[src/rtl/dmem_pkg.sv]
// dmem_pkg: shared types and helpers for the data memory controller.
//   state_t          - controller state (INIT sweep / IDLE service)
//   ofs_bits()       - byte-offset bits inside one word
//   idx_bits()       - word-index bits for a given depth
//   ERR_MISALIGN/ERR_RANGE - error reason codes, held for a future status port
package dmem_pkg;

  typedef enum logic [0:0] {
    INIT = 1'b0,
    IDLE = 1'b1
  } state_t;

  localparam logic [1:0] ERR_MISALIGN = 2'd1;
  localparam logic [1:0] ERR_RANGE    = 2'd2;

  // Number of address bits that select a byte within a word.
  function automatic int ofs_bits(input int data_w);
    return $clog2(data_w / 8);
  endfunction

  // Number of address bits that select a word within the array.
  function automatic int idx_bits(input int depth);
    return $clog2(depth);
  endfunction

endpackage

[src/rtl/dmem_byte_ram.sv]
// dmem_byte_ram: DEPTH x DATA_W storage with byte-lane write enables.
//   clk             - clock
//   rst_n           - async active-low reset (read register only, array keeps contents)
//   wr_en/wr_be     - write strobe and per-lane enables
//   wr_addr/wr_data - write word index and data
//   rd_en           - capture a read result this edge
//   rd_clr          - capture zero instead of array data (writes and errors)
//   rd_addr         - read word index
//   rd_data         - registered read result, holds between captures
module dmem_byte_ram
  import dmem_pkg::*;
#(
  parameter int DATA_W = 16,
  parameter int DEPTH  = 256
) (
  input  logic                          clk,
  input  logic                          rst_n,
  input  logic                          wr_en,
  input  logic [DATA_W/8-1:0]           wr_be,
  input  logic [idx_bits(DEPTH)-1:0]    wr_addr,
  input  logic [DATA_W-1:0]             wr_data,
  input  logic                          rd_en,
  input  logic                          rd_clr,
  input  logic [idx_bits(DEPTH)-1:0]    rd_addr,
  output logic [DATA_W-1:0]             rd_data
);

  localparam int BE_W = DATA_W / 8;

  logic [DATA_W-1:0] mem_r [DEPTH];
  logic [DATA_W-1:0] rd_data_r;

  // Byte-lane write port; the array itself is never reset.
  always_ff @(posedge clk) begin
    for (int b = 0; b < BE_W; b++) begin
      if (wr_en && wr_be[b]) begin
        mem_r[wr_addr][8*b +: 8] <= wr_data[8*b +: 8];
      end
    end
  end

  // Registered read port; holds its value when no read is captured.
  always_ff @(posedge clk or negedge rst_n) begin
    if (!rst_n) begin
      rd_data_r <= {DATA_W{1'b0}};
    end else if (rd_en) begin
      rd_data_r <= rd_clr ? {DATA_W{1'b0}} : mem_r[rd_addr];
    end else begin
      rd_data_r <= rd_data_r;
    end
  end

  assign rd_data = rd_data_r;

endmodule

[src/rtl/data_mem_ctrl.sv]
// data_mem_ctrl: MEM-stage data memory with valid/ready requests, byte
// enables, one-cycle registered responses and alignment/range checking.
// Optional macro DMEM_CLEAR_EN: zero every word after reset (busy for DEPTH
// cycles); otherwise INIT lasts one cycle and contents start undefined.
//   clk, rst_n              - clock, async active-low reset
//   req_valid/req_ready     - request handshake
//   req_we/req_addr         - write flag and byte address
//   req_wdata/req_be        - write data and byte-lane enables
//   rsp_valid/rsp_rdata     - response pulse and read data (0 on writes/errors)
//   rsp_err                 - misaligned or out-of-range request
//   busy                    - controller still in INIT
module data_mem_ctrl
  import dmem_pkg::*;
#(
  parameter int DATA_W = 16,
  parameter int DEPTH  = 256,
  parameter int ADDR_W = 16
) (
  input  logic                 clk,
  input  logic                 rst_n,
  input  logic                 req_valid,
  output logic                 req_ready,
  input  logic                 req_we,
  input  logic [ADDR_W-1:0]    req_addr,
  input  logic [DATA_W-1:0]    req_wdata,
  input  logic [DATA_W/8-1:0]  req_be,
  output logic                 rsp_valid,
  output logic [DATA_W-1:0]    rsp_rdata,
  output logic                 rsp_err,
  output logic                 busy
);

  localparam int OFS  = ofs_bits(DATA_W);
  localparam int IDX  = idx_bits(DEPTH);
  localparam int BE_W = DATA_W / 8;
  // Mask of the in-word byte offset bits; zero when words are one byte wide.
  localparam logic [ADDR_W-1:0] ALIGN_MASK = ADDR_W'((1 << OFS) - 1);

  state_t            state_r;
  logic              ready_r;
  logic              busy_r;
  logic              rsp_valid_r;
  logic              rsp_err_r;

  logic              accept_s;
  logic              misalign_s;
  logic              range_s;
  logic              err_s;
  logic [IDX-1:0]    word_idx_s;

  logic              ram_we_s;
  logic [BE_W-1:0]   ram_be_s;
  logic [IDX-1:0]    ram_waddr_s;
  logic [DATA_W-1:0] ram_wdata_s;
  logic              ram_rclr_s;

`ifdef DMEM_CLEAR_EN
  localparam logic [IDX-1:0] LAST_WORD = IDX'(DEPTH - 1);
  logic [IDX-1:0]    sweep_cnt_r;
`endif

  // Request decode: handshake, word index and error classification.
  always_comb begin
    accept_s   = req_valid & ready_r;
    word_idx_s = IDX'(req_addr >> OFS);
    misalign_s = (req_addr & ALIGN_MASK) != {ADDR_W{1'b0}};
    // Any address bit above the word index means the byte lies beyond DEPTH.
    range_s    = (req_addr >> (OFS + IDX)) != {ADDR_W{1'b0}};
    err_s      = misalign_s | range_s;
    // Writes and errors answer with zero data.
    ram_rclr_s = req_we | err_s;
  end

  // Write port mux: the clear sweep owns the port while in INIT.
  always_comb begin
    ram_we_s    = accept_s & req_we & ~err_s;
    ram_be_s    = req_be;
    ram_waddr_s = word_idx_s;
    ram_wdata_s = req_wdata;
`ifdef DMEM_CLEAR_EN
    if (state_r == INIT) begin
      ram_we_s    = 1'b1;
      ram_be_s    = {BE_W{1'b1}};
      ram_waddr_s = sweep_cnt_r;
      ram_wdata_s = {DATA_W{1'b0}};
    end else begin
      ram_we_s    = accept_s & req_we & ~err_s;
    end
`endif
  end

  // Controller FSM with registered ready/busy outputs and the sweep counter.
  always_ff @(posedge clk or negedge rst_n) begin
    if (!rst_n) begin
      state_r     <= INIT;
      ready_r     <= 1'b0;
      busy_r      <= 1'b1;
`ifdef DMEM_CLEAR_EN
      sweep_cnt_r <= {IDX{1'b0}};
`endif
    end else begin
      case (state_r)
        INIT: begin
`ifdef DMEM_CLEAR_EN
          if (sweep_cnt_r == LAST_WORD) begin
            state_r <= IDLE;
            ready_r <= 1'b1;
            busy_r  <= 1'b0;
          end else begin
            sweep_cnt_r <= sweep_cnt_r + IDX'(1);
          end
`else
          state_r <= IDLE;
          ready_r <= 1'b1;
          busy_r  <= 1'b0;
`endif
        end
        IDLE: begin
          state_r <= IDLE;
          ready_r <= 1'b1;
          busy_r  <= 1'b0;
        end
        default: begin
          state_r <= INIT;
          ready_r <= 1'b0;
          busy_r  <= 1'b1;
        end
      endcase
    end
  end

  // Response flags: one pulse per accepted request, error qualified by it.
  always_ff @(posedge clk or negedge rst_n) begin
    if (!rst_n) begin
      rsp_valid_r <= 1'b0;
      rsp_err_r   <= 1'b0;
    end else begin
      rsp_valid_r <= accept_s;
      rsp_err_r   <= accept_s & err_s;
    end
  end

  dmem_byte_ram #(
    .DATA_W (DATA_W),
    .DEPTH  (DEPTH)
  ) u_ram (
    .clk     (clk),
    .rst_n   (rst_n),
    .wr_en   (ram_we_s),
    .wr_be   (ram_be_s),
    .wr_addr (ram_waddr_s),
    .wr_data (ram_wdata_s),
    .rd_en   (accept_s),
    .rd_clr  (ram_rclr_s),
    .rd_addr (word_idx_s),
    .rd_data (rsp_rdata)
  );

  assign req_ready = ready_r;
  assign busy      = busy_r;
  assign rsp_valid = rsp_valid_r;
  assign rsp_err   = rsp_err_r;

endmodule

[config.mk]
export PLATFORM = sky130hd
export DESIGN_NAME = data_mem_ctrl
export DESIGN_NICKNAME = d
export VERILOG_FILES = /design/src/rtl/dmem_pkg.sv /design/src/rtl/dmem_byte_ram.sv /design/src/rtl/data_mem_ctrl.sv
export SDC_FILE = /design/constraint.sdc
export NUM_CORES = 2
export LEC_CHECK = 0
export CAP_MARGIN = 20
export CORE_ASPECT_RATIO = 0.75
export CORE_MARGIN = 1.5
export CORE_UTILIZATION = 52
export CTS_CLUSTER_SIZE = 40
export DETAILED_ROUTE_END_ITERATION = 6
export MAX_ROUTING_LAYER = met4
export PLACE_DENSITY = 0.79
export SYNTH_ARGS = -nofsm -noshare
export SYNTH_HDL_FRONTEND = slang
export SYNTH_SLANG_ARGS = --single-unit
[constraint.sdc]
create_clock -name clk -period 2.4 [get_ports clk]
set_clock_uncertainty 0.15 [all_clocks]
set_input_delay 0.72 -clock clk [delete_from_list [all_inputs] [get_ports clk]]
set_output_delay 0.72 -clock clk [all_outputs]
set_load 0.01 [all_outputs]
After elaboration in Yosys (flattened, before gate mapping):

Memory sizes are Yosys's and may differ from the RTL's.
Cells that the tools add are included.

* register bits: 20
* bits in latches: 0
* memory bits (writable): 4096
* ROM bits: 0
* word-level logic and storage cells: 21
* memories: 1

Memory list
* u_ram.mem_r: words 256, width 16, read ports 1, clocked after memory_dff 0, wr ports 1, line dmem_byte_ram.sv:30 `logic [DATA_W-1:0] mem_r [DEPTH];`

* $add $sub $neg: 0
* multipliers: 0
* div/mod/pow operators: 0
* $lt $le $gt $ge: 0
* eq/ne operators: 0
* shifts and indexed selects: 0
* mux-type cells: 5
* bitwise gates (word level): 7
* reductions and logical operators: 3

Operator list (number)
* two-way mux 16 bit: 1
* nonzero test 16 bit: 1
* bitwise AND 1 bit: 4
* two-way mux 1 bit: 4
* logical AND 1 bit: 2
* bitwise OR 1 bit: 2
* NOT 1 bit: 1

Logic depth before layout (Yosys ltp):

* word-level depth: 7
* mapped depth: 12
* depth with buffers taken out: 7

Cells and area by module:

A second synthesis with hierarchy kept.

* cell total of the unflattened synthesis: 7627
* area, all modules: 159849.6 um^2

By module, submodules not included
* dmem_byte_ram: instances 1, cells an instance 7614, area an instance 159691.9 um^2, sequential area each 123398.3 um^2
* data_mem_ctrl: instances 1, cells an instance 13, area an instance 157.7 um^2, sequential area each 101.3 um^2

Least setup slack after synthesis:

No wires, ideal clock.

* path kind: in2reg
* start point: in req_addr[1]
* end point: mem u_ram.mem_r[115][0], enable pin
* library setup time: 0.370 ns
* data arrival time: 2.687 ns
* slack: -0.807 ns
* cell stages on the path: 9
* path through: buf_2 -> buf_6 -> buf_4 -> buf_4 -> buf_2 -> buf_2 -> nand4_1 -> clkbuf_1 -> nor2_1

RTL lines
* start, declared: line data_mem_ctrl.sv:24 `input logic [ADDR_W-1:0] req_addr,`
* end, declared: line dmem_byte_ram.sv:30

Straight into the memory's write port.

Worst setup path in the final report:

* start point: in req_addr[1]
* end point: reg u_ram.rd_data_r[15], in the netlist u_ram.rd_data[15]

* longest elaborated chain between the ends: 2

Ends and longest elaborated chain
* memory read (256 x 16 bit)
* two-way mux 16 bit: line dmem_byte_ram.sv:47 `rd_data_r <= rd_clr ? {DATA_W{1'b0}} : mem_r[rd_addr];`
* end signal, assigned: line dmem_byte_ram.sv:45 `rd_data_r <= {DATA_W{1'b0}};`
* end signal, assigned: line dmem_byte_ram.sv:47
* end signal, assigned: line dmem_byte_ram.sv:49 `rd_data_r <= rd_data_r;`
* end, declared: line dmem_byte_ram.sv:31 `logic [DATA_W-1:0] rd_data_r;`

No other way between the ends.
A chain may end at the register's enable or synchronous reset.

==> summary.md <==
| Metric | Value |
|---|---|
| Status | `finished, violations left` |
| Failing checks | `design-rule violations, negative setup slack` |
| Vias per cell | `approximately 6.8` |
| Nets | `9304` |
| Placed cell areas | `around 0.18 mm²` |
| Clk Latency, worst-skew pair | `930 ps` |
| Drt pass-1 iters | `7` |
| Post-synthesis sequential area ratio | `about 77%` |
| WS Path Type | `in -> reg` |
| Post-Route Utilization | `63.7%` |
| # hold bufs at CTS | `0` |
| Final hold vios | `0` |
| Critical path's top delay family | `buffers and inverters` |
| Tot GR Track Use | `29.7%` |
| DRT iter0 DRCs | `around 17000` |
| CTS Buf Count | `approximately 360` |
| GRT overflow | `0` |
| TritonCTS clock tree | `built` |
| Max Clk Rate | `around 360 MHz` |
| Die area | `a little over 0.3 mm²` |
| Hold Path Class | `in -> async` |
| Largest area contributor in the netlist | `edfxtp_1` |
| Post-route DRC | `21` |
| Clock Pin Slew Worst Setup and Hold Paths | `~60 ps` |
| Routability congestion estimate | `roughly 0.95` |
| CP Capture Type | `flop` |
| FFs w/ async S/R, synth | `less than 1%` |
| Period minus WS final | `2780 ps` |
| Antenna-violating nets left | `0` |
| Number of synthesized flops with an enable pin | `a little over 4000` |
| Synth-to-layout area growth | `22.0%` |
| Final setup violation count | `approximately 1300` |
| DR vias | `92924` |
| Critical Path Max Stage Delay | `500 ps` |
| Unique masters post-synth | `between 50 and 60` |
| Clock sink count | `~4100` |
| Total Wirelength | `slightly below 500000 µm` |
| P per Cell Area | `around 750 mW/mm²` |
| Ys flop type | `edfxtp_1` |
| Most common cell in the netlist | `edfxtp_1` |
| Synthesized area | `roughly 0.16 mm²` |
| CTS Buffer Depth | `4` |
| Maxcap violations | `0` |
| End of the worst register-to-register path | `u_ram.rd_data[2]` |
| Crit-path cells | `buf_16 > buf_16 > buf_16 > buf_16 > buf_2 > buf_4 > mux4_2 > mux2i_2 > o22ai_2 > nor4_4 > o31ai_2 > o221a_2` |
| Slowest cell on crit path | `mux4_2` |
| Startpoint types | `input port` |
| Critical path arrival | `around 3400 ps` |
| Vias in the first global route | `89465` |
| First-pass GRT wire length | `644000 µm` |
| Setup ws final | `-381 ps` |
| Slew @ Worst Pin | `795 ps` |
| Die X | `~640 µm` |
| DIE HEIGHT | `just under 500 µm` |
| Root buf cell | `clkbuf_16` |
| Antenna violations before repair | `21` |
| Rel. slew slack | `about 47%` |
| Max rail drop VDD | `0.860 mV` |
| IO buf count | `57` |
| Buffers plus inverters on the worst setup path | `6` |
| Worst flop-to-flop path startpoint | `req_ready` |
| Top post-synthesis cells by count | `edfxtp_1, mux4_2, nor2_1` |
| Syn avg cell area | `between 20 and 25 µm²` |
| R2R Setup Slk | `-350 ps` |
| Layout cell share with drive strength beyond 1 | `around 37%` |
| Yosys warns | `0` |
| Dpl hpwl | `around 280000 µm` |
| Rows | `approximately 180` |
| Worst-path fanout max | `8` |
| Cell Count Post-Placement | `12825` |
| Post-route insts no fill | `13670` |
| Post-route cell area | `0.195 mm²` |
| Initial Util | `52.2%` |
| Largest net degree at the start of global routing | `a little over 90` |
| RSZ-0062 raised after global routing | `yes` |
| Critical Path Start | `req_addr[1]` |
| Top post-synthesis cells by area | `edfxtp_1, mux4_2, mux2i_1, nor2_1, a22oi_1` |
| Final Slew Violations | `0` |
| Static leakage | `between 60 and 70 nW` |
| Most used cell, CP | `buf_16` |
| Synth Instances | `7843` |
| Routed wire length per instance | `35.2 µm` |
| Worst reg2reg path depth | `10` |
| Final worst-path cycle share | `116%` |
| Required time worst endpoint | `3030 ps` |
| CORE AREA | `~0.3 mm²` |
| Fin Setup TNS | `-96450 ps` |
| IO Pins | `58` |
| Max H-tree Level | `5` |
| Synth Net Count | `between 7000 and 8000` |
| Synth Register Bits | `approximately 4100` |
| Yosys top cell area share | `77.0%` |
-- timing repair --
action	CTS	global route
pin swaps	42	113
endpoints found under the setup margin	2362	2938
setup buffers	48	92
resized for setup	398	531
gates cloned	15	26
-- per-stage QoR --
stage	setup slack, ps	total power [mW]	hold slack (ps)
after detailed placement	-2120	88.5	535
final	-381	146	52.2
after floorplan	-649	84.2	274
after global routing	-374	149	61.5
after global placement	-2090	88.3	524
after CTS	-264	145	17.5
-- registers in the layout, summed over array words and instances, names as in the netlist --
name / cells
u_ram.mem_r: 4096
u_ram.rd_data: 16
busy: 1
req_ready: 1
rsp_err: 1
rsp_valid: 1
-- final cells by class --
type,instances,area (µm²)
antenna,21,52.6
clock buffer,452,9470
clock inverter,198,1900
fill,18524,111000
inverter,7,30.0
multi-input combinational,3219,37800
sequential,4116,124000
tap,4094,5120
timing repair buffer,1563,17000
-- power by group --
| group | internal [mW] | switching, mW | leakage (nW) |
|---|---|---|---|
| clock network | 31.7 | 26.4 | 5.54 |
| logic | 3.70 | 5.65 | 21.1 |
| registers | 78.9 | 0.00245 | 37.0 |
| total | 114 | 32.1 | 63.6 |
-- how the worst max path moves through the flow --
stage | cells after the start | slack, ps | endpoint
after CTS | 10 | -260 | u_ram.rd_data[8]
after detailed placement | 10 | -2120 | u_ram.rd_data[8]
final | 12 | -380 | u_ram.rd_data[15]
after global placement | 10 | -2090 | u_ram.rd_data[8]
after global routing | 12 | -370 | u_ram.rd_data[15]
after floorplan | 7 | -650 | u_ram.mem_r[195][10]
-- routing by layer --
metal | track usage [%] | part of all wire [%]
met1 | 39.3 | 34
met2 | 43.5 | 46
met3 | 8.35 | 15
met4 | 12.8 | 6.2
met5 | - | 0
-- cell families (layout without fill, tap and decap cells) --
logic type	Yosys count	after routing	synth area share, %
flip-flops	4116	4116	77.3
multiplexers	1389	1389	14.9
AND/OR/NAND/NOR	1050	1050	2.97
AO/OA/AOI/OAI	778	778	3.37
buffers and inverters	508	2220	1.43
other	2	23	0.00470
-- layout by cell type (no fill, tap or decap), drive strengths merged, types with 31 or more instances in the layout --
cell type,synthesis,layout
a211oi,95,95
a21oi,218,218
a22o,31,31
a22oi,155,155
buf,249,1502
bufinv,0,34
clkbuf,252,492
clkinv,1,144
edfxtp,4096,4096
mux2,77,77
mux2i,527,527
mux4,785,785
nand2,116,116
nand3,193,193
nand4,43,43
nor2,545,545
nor2b,45,45
o211ai,46,46
o21ai,33,33
o22ai,66,66
(Power assumes the default switching activity.)
